===== src/rtl/reaction_pkg.sv =====
// Shared types and widths for the reaction-time trial sequencer.
package reaction_pkg;

    localparam int RAND_W = 16;
    localparam int RES_W  = 14;
    localparam int DLY_W  = 17;

    typedef enum logic [2:0] {
        IDLE  = 3'd0,
        ARM   = 3'd1,
        LOAD  = 3'd2,
        WAIT  = 3'd3,
        GO    = 3'd4,
        DONE  = 3'd5,
        FAULT = 3'd6
    } state_t;

endpackage


===== src/rtl/reaction_ctrl_ms_tick.sv =====
// Millisecond prescaler: free-running 0..CLK_PER_MS-1 counter, tick on the last count.
module ms_tick #(
    parameter int unsigned CLK_PER_MS = 100000
) (
    input  logic clk,
    input  logic rst,
    input  logic clr,
    output logic tick
);
    localparam int CNT_W = (CLK_PER_MS > 1) ? $clog2(CLK_PER_MS) : 1;
    localparam logic [CNT_W-1:0] LAST = CNT_W'(CLK_PER_MS - 1);

    logic [CNT_W-1:0] cnt;

    assign tick = (cnt == LAST);

    always_ff @(posedge clk) begin
        if (rst || clr)
            cnt <= '0;
        else if (tick)
            cnt <= '0;
        else
            cnt <= cnt + 1'b1;
    end

endmodule


===== src/rtl/reaction_ctrl.sv =====
// Reaction-time trial sequencer: random pre-GO delay, then ms-resolution response timing.
module reaction_ctrl
    import reaction_pkg::*;
#(
    parameter int unsigned       CLK_PER_MS   = 100000,
    parameter int unsigned       MIN_DELAY_MS = 1000,
    parameter logic [RAND_W-1:0] RAND_MASK    = 16'h07FF,
    parameter int unsigned       MAX_TIME_MS  = 9999
) (
    input  logic              clk,
    input  logic              rst,
    input  logic              start,
    input  logic              resp,
    input  logic [RAND_W-1:0] rand_in,
    output logic              rand_next,
    output logic              led_go,
    output logic              busy,
    output logic [RES_W-1:0]  result_ms,
    output logic              result_valid,
    output logic              false_start,
    output logic              timeout
);
    localparam logic [RES_W-1:0] MAX_MS = RES_W'(MAX_TIME_MS);

    state_t           state, state_d;
    logic [DLY_W-1:0] dly;
    logic [RES_W-1:0] ms_cnt;
    logic             tick, pre_clr, last_tick, max_tick;

    // Prescaler only runs while timing; holding it clear elsewhere covers the LOAD clear.
    assign pre_clr = !(state == WAIT || state == GO);

    ms_tick #(.CLK_PER_MS(CLK_PER_MS)) u_tick (
        .clk  (clk),
        .rst  (rst),
        .clr  (pre_clr),
        .tick (tick)
    );

    assign last_tick = (state == WAIT) && tick && (dly <= DLY_W'(1));
    assign max_tick  = (state == GO) && tick && (ms_cnt >= MAX_MS - 1'b1);

    always_ff @(posedge clk) begin
        if (rst)
            state <= IDLE;
        else
            state <= state_d;
    end

    always_comb begin
        state_d = state;
        case (state)
            IDLE:        if (start) state_d = ARM;
            ARM:         state_d = resp ? FAULT : LOAD;
            LOAD:        state_d = resp ? FAULT : WAIT;
            WAIT: begin
                if (resp)           state_d = FAULT;
                else if (last_tick) state_d = GO;
            end
            GO:          if (resp || max_tick) state_d = DONE;
            DONE, FAULT: if (start) state_d = ARM;
            default:     state_d = IDLE;
        endcase
    end

    // Outputs are registered off the next state so nothing combinational reaches a pin.
    always_ff @(posedge clk) begin
        if (rst) begin
            rand_next    <= 1'b0;
            led_go       <= 1'b0;
            busy         <= 1'b0;
            result_ms    <= '0;
            result_valid <= 1'b0;
            false_start  <= 1'b0;
            timeout      <= 1'b0;
            dly          <= '0;
            ms_cnt       <= '0;
        end else begin
            rand_next <= (state_d == ARM);
            led_go    <= (state_d == GO);
            busy      <= (state_d inside {ARM, LOAD, WAIT, GO});

            if (state == LOAD)
                dly <= DLY_W'(MIN_DELAY_MS) + DLY_W'(rand_in & RAND_MASK);
            else if (state == WAIT && tick && dly != '0)
                dly <= dly - 1'b1;

            if (state_d == GO && state != GO)
                ms_cnt <= '0;
            else if (state == GO && tick && ms_cnt < MAX_MS)
                ms_cnt <= ms_cnt + 1'b1;

            if (state_d == ARM) begin
                result_ms    <= '0;
                result_valid <= 1'b0;
                false_start  <= 1'b0;
                timeout      <= 1'b0;
            end else if (state == GO && state_d == DONE) begin
                result_valid <= 1'b1;
                if (resp) begin
                    result_ms <= ms_cnt;
                end else begin
                    result_ms <= MAX_MS;
                    timeout   <= 1'b1;
                end
            end else if (state_d == FAULT && state != FAULT) begin
                false_start  <= 1'b1;
                result_valid <= 1'b0;
                result_ms    <= '0;
            end
        end
    end

endmodule

===== config.mk =====
export PLATFORM = sky130hd
export DESIGN_NAME = reaction_ctrl
export DESIGN_NICKNAME = d
export VERILOG_FILES = /design/src/rtl/reaction_pkg.sv /design/src/rtl/reaction_ctrl_ms_tick.sv /design/src/rtl/reaction_ctrl.sv
export SDC_FILE = /design/constraint.sdc
export NUM_CORES = 1
export LEC_CHECK = 0
export ABC_AREA = 1
export CORE_UTILIZATION = 50
export CTS_CLUSTER_SIZE = 40
export DETAILED_ROUTE_END_ITERATION = 6
export GPL_ROUTABILITY_DRIVEN = 0
export PLACE_DENSITY = 0.72
export SETUP_SLACK_MARGIN = 0.5
export SLEW_MARGIN = 20
export SYNTH_ARGS = -nofsm -noshare
export SYNTH_HDL_FRONTEND = slang
export SYNTH_HIERARCHICAL = 1
export SYNTH_SLANG_ARGS = --single-unit

===== constraint.sdc =====
create_clock -name clk -period 6 [get_ports clk]
set_input_delay 0.9 -clock clk [delete_from_list [all_inputs] [get_ports clk]]
set_output_delay 0.9 -clock clk [all_outputs]
set_load 0.05 [all_outputs]

Word-level counts from Yosys, hierarchy flattened
Index checks and enable logic that the tools add are counted.
{"block": "totals", "elab_cells": 73, "in_bits": 20, "output_inout_bits": 20, "reg_bits": 71}
{"block": "op_classes", "eq_ne": 15, "reduce_logical": 24, "mux": 14, "n_lt_le_gt_ge": 3, "add_sub_neg": 4, "n_bitwise": 2}
{"operator": "14-bit 2-to-1 mux", "n": 3}
{"operator": "17-bit 2-to-1 mux", "n": 2}
{"operator": "3-bit == test (second input constant)", "n": 6}
{"operator": "3-bit 2-to-1 mux", "n": 6}
{"operator": "17-bit by 1-bit adder with 17-bit output (second input constant)", "n": 1}
{"operator": "17-bit == test (second input constant)", "n": 1}
{"operator": "17-bit by 1-bit less-or-equal comparator with 1-bit output (second input constant)", "n": 1}
{"operator": "17-bit nonzero test", "n": 1}
{"operator": "17-bit by 1-bit subtractor with 17-bit output (second input constant)", "n": 1}
{"operator": "3-bit case mux with 5 select lines", "n": 1}
{"operator": "14-bit by 1-bit adder with 14-bit output (second input constant)", "n": 1}
{"operator": "14-bit >= comparator (second input constant)", "n": 1}
{"operator": "14-bit < comparator (second input constant)", "n": 1}
{"operator": "10-bit by 11-bit adder with 12-bit output (first input constant)", "n": 1}
{"operator": "3-bit by 2-bit == test with 1-bit output (second input constant)", "n": 4}
{"operator": "1-bit logical AND", "n": 9}
{"operator": "3-bit by 1-bit == test with 1-bit output (second input constant)", "n": 2}
{"operator": "3-bit inequality test (second input constant)", "n": 2}
{"operator": "2-bit OR reduction", "n": 3}
{"operator": "2-bit AND reduction", "n": 2}
{"operator": "2-bit nonzero test", "n": 2}
{"operator": "4-bit nonzero test", "n": 1}
{"operator": "3-bit zero test", "n": 1}
{"operator": "1-bit logical OR", "n": 3}
{"operator": "other kinds (4)", "n": 6}

Longest topological paths before layout
{"block": "depth", "depth_word": 10, "depth_mapped": 15, "depth_no_buf": 14}

Cells and area by module
Netlist, hierarchy kept.
{"module": "reaction_ctrl", "cells_per_inst": 409, "instances": 1, "area_each_um2": 2919.0, "seq_area_each_um2": 1081.0}
{"module": "ms_tick", "cells_per_inst": 140, "instances": 1, "area_each_um2": 948.4, "seq_area_each_um2": 340.3}

Worst setup path before layout
No wires, ideal clock.
{"block": "synth_path", "kind": "in2reg", "start": "input port rand_in[3]", "end": "register dly[11]", "setup_slack_ns": 3.948, "path_buffers": 0, "stages": 8, "arrival_ns": 1.935, "required_time_ns": 5.883, "setup_ns": 0.117, "cell_sequence": "ha_1 -> nor3_1 -> nand2_1 -> or3_1 -> nand3_1 -> o21ai_0 -> nand3_1 -> nand2_1"}
{"block": "synth_between", "elab_chain_len": 2}
{"item": "start, declared", "line_no": "reaction_ctrl.sv:14", "source": "input logic [RAND_W-1:0] rand_in,"}
{"item": "10-bit by 11-bit adder with 12-bit output", "line_no": "reaction_ctrl.sv:84", "source": "dly <= DLY_W'(MIN_DELAY_MS) + DLY_W'(rand_in & RAND_MASK);"}
{"item": "17-bit 2-to-1 mux", "line_no": "reaction_ctrl.sv:83", "source": "if (state == LOAD)"}
{"item": "end signal, assigned", "line_no": "reaction_ctrl.sv:84"}
{"item": "end signal, assigned", "line_no": "reaction_ctrl.sv:86", "source": "dly <= dly - 1'b1;"}
{"item": "end, declared", "line_no": "reaction_ctrl.sv:26", "source": "logic [DLY_W-1:0] dly;"}
Every way passes these cells.
A chain may end at the register's enable or synchronous reset.

Worst setup path after layout
{"block": "layout_path", "start": "input port rst", "end": "register ms_cnt[13]"}
{"block": "layout_between", "elab_chain_len": 1}
{"item": "start, declared", "line_no": "reaction_ctrl.sv:11", "source": "input logic rst,"}
{"item": "2-bit OR reduction (no source line)"}
{"item": "end signal, assigned", "line_no": "reaction_ctrl.sv:91", "source": "ms_cnt <= ms_cnt + 1'b1;"}
{"item": "end, declared", "line_no": "reaction_ctrl.sv:27", "source": "logic [RES_W-1:0] ms_cnt;"}
Every way passes these cells.

==> metrics <==
status=completed; post-placement cell count=673; largest cells by area after synthesis=dfxtp_1 37%, nand2_1 11%, nor2_1 7.5%, inv_1 5.1%, nand3_1 5.0%; EDFF count, synth=0; slew margin rel.=60.7%; core area=7370 µm²; row count=31; static leakage=1.63 nW; Post-CTS Resized=0; Synth top area share=36.8%; Post-Synthesis Cells=549; Setup TNS=0 ns; Power Dens Cells=376 nW/µm²; Critical Path AT=2.91 ns; initial core utilization=52.5%; FF-to-FF setup slack=3.60 ns; ys async rst share=0%; reg-to-reg critical path startpoint=u_tick/cnt[0]; Crit. End Element=register; Via Count=3,514; clock share of power=20.4%; clk sinks=71; critical path required time=6.25 ns; First-pass DRT Iterations=5; Design Area, Final=4440 µm²; CP Launch Type=input port; end point of the critical path=ms_cnt[13]; Inserted Diodes=0; Syn. warnings=6; I/O pins=40; RSZ-0062 raised after global routing=no; largest net degree at the start of global routing=18; total die area=8090 µm²; Hold Crit Class=reg2reg; final setup margin=3.34 ns; Pins Over Slew Limit=0; H-tree depth=3; # setup viols final=0; # DRC=0; Net Sw Frac=44.3%; Area Growth Syn to Fin=14.8%; dominant register cell in the synthesized netlist=dfxtp_1; leading area contributor after synthesis=dfxtp_1; Syn Std Cell Area=3870 µm²; max cap viols=0; most frequent cells in the layout=117 x nand2_1, 77 x nor2_1, 71 x dfxtp_1; register clock-pin slew on the reported worst setup and hold paths=0.08 ns; Setup WS pre-CTS=2.96 ns; Gate power share=44.8%; Max clock buf depth=2; IO buf count=34; Worst R2R Path Depth=11; Sequential Power Share=34.7%; internal power=0.000930 W; total wire length=8310 µm; post-place instance area=4270 µm²; initial antenna violation count=0; CP Class=in2reg; Skew-Pair Late Insertion Delay=0.35 ns; Post-DRT Antenna Nets=0; Final Hold Vio Count=0; most common cell after layout, fill and taps aside=nand2_1; number of global-route vias before repair=3,339; clk root buf=clkbuf_8; Max Freq=377 MHz; Synth cell types=46; first-pass GRT wire length=14,800 µm; total power=0.00167 W; sequential fraction of the synthesis area=36.8%; mean post-synth cell area=7.04 µm²; Tmin final=2.66 ns; post-synthesis net count=576; worst-path fanout max=14; drt initial violations=177; P_sw=0.000740 W; hold_buf cts=0; clk_skew=0.0113 ns; Die H=90.0 µm; Worst VDD drop=0.000220 V; worst-margin pin slew=0.588 ns; Post-CTS Setup Bufs=0; Routed WL per cell=12.1 µm; post-route clock period utilization=44.3%; DIE WIDTH=90.0 µm; DP HPWL=6160 µm; GRT Resource Usage Total=22.4%; crit path launch=rst; Finished Layout Cells=689; overflow left after global routing=0; Vias/cell=5.10; CTS tree=yes; share of layout cells above drive strength 1=11.0%; total CTS buffers=9; reg2reg end=dly[1]; number of nets in the layout=612; number of synthesized register bits=71
==> synth_stat cells, types with 2 or more instances <==
cell type and n:
o211ai_1 2, nand3_1 39, a21oi_2 5, a21oi_1 32, nand2_2 7, nor2_2 17, clkbuf_1 5, nor2_4 4
o221ai_1 2, nor3_1 10, inv_2 3, a211oi_1 3, nand4_1 8, nand3_2 4, inv_1 53, o21ai_0 27
nand2_1 117, nor4_1 2, or2_2 2, clkinv_1 2, xor2_1 9, nor2_1 77, buf_6 2, nand2_4 2
nand3b_1 3, o21ai_1 4, dfxtp_1 71, ha_1 7, xnor2_1 13
==> registers in the layout (all words and copies together), names as in the netlist, 3 cells and up <==
name        count
u_tick/cnt     17
ms_cnt         14
dly            17
result_ms      14
state           3
==> layout make-up <==
class | instances | area (µm²)
Fill cell | 691 | 2930
Multi-Input combinational cell | 410 | 2160
Sequential cell | 71 | 1420
Timing Repair Buffer | 34 | 340
Inverter | 59 | 223
Clock buffer | 9 | 124
Tap cell | 99 | 124
Clock inverter | 7 | 50.0
==> cell families (layout without fill, tap and decap cells) <==
group           after synthesis  after routing  share of synthesized area [%]
fa+ha+maj                     7              7                           2.26
buf+inv                      68            109                           7.47
flops                        71             71                           36.8
simple gates                296            296                           35.6
compound gates               85             85                           13.0
xor+xnor                     22             22                           4.98
==> per-stage QoR <==
step	utilization [%]	hold slack (ns)
2_1_floorplan	-	0.423
3_3_place_gp	57.9	0.437
3_5_place_dp	57.9	0.443
4_1_cts	60.2	0.455
5_1_grt	60.2	0.477
6_report	60.2	0.449
==> metal layers <==
layer | track usage (%) | vias up | wire length [µm]
met5 | 0 | - | 0
met4 | 9.27 | 0 | 123
met3 | 3.89 | 11 | 300
met2 | 37.6 | 78 | 3870
met1 | 28.3 | 1568 | 4010
li1 | - | 1857 | -
==> worst min path at each step <==
stage | endpoint | start | slack (ns) | depth (start not counted)
after floorplan | dly[14] | dly[14] | 0.42 | 1
after global placement | dly[14] | dly[14] | 0.44 | 1
after detailed placement | dly[14] | dly[14] | 0.44 | 1
after CTS | dly[14] | dly[14] | 0.45 | 1
after global routing | timeout | timeout | 0.48 | 2
final | dly[14] | dly[14] | 0.45 | 1
==> critical path, stage by stage <==
cell	delay (ns)
clkdlybuf4s50_1	0.83
clkinv_1	0.46
nand2_1	0.52
inv_1	0.08
o21a_1	0.11
==> power groups by stage <==
stage,sequential [W],combinational [W],clock [W]
final,0.000580,0.000749,0.000341
after global routing,0.000588,0.000844,0.000373
after CTS,0.000579,0.000749,0.000351
after detailed placement,0.000590,0.000745,0
after global placement,0.000588,0.000736,0
after floorplan,0.000630,0.000556,0
No activity file was read; power rests on OpenSTA's default activity.
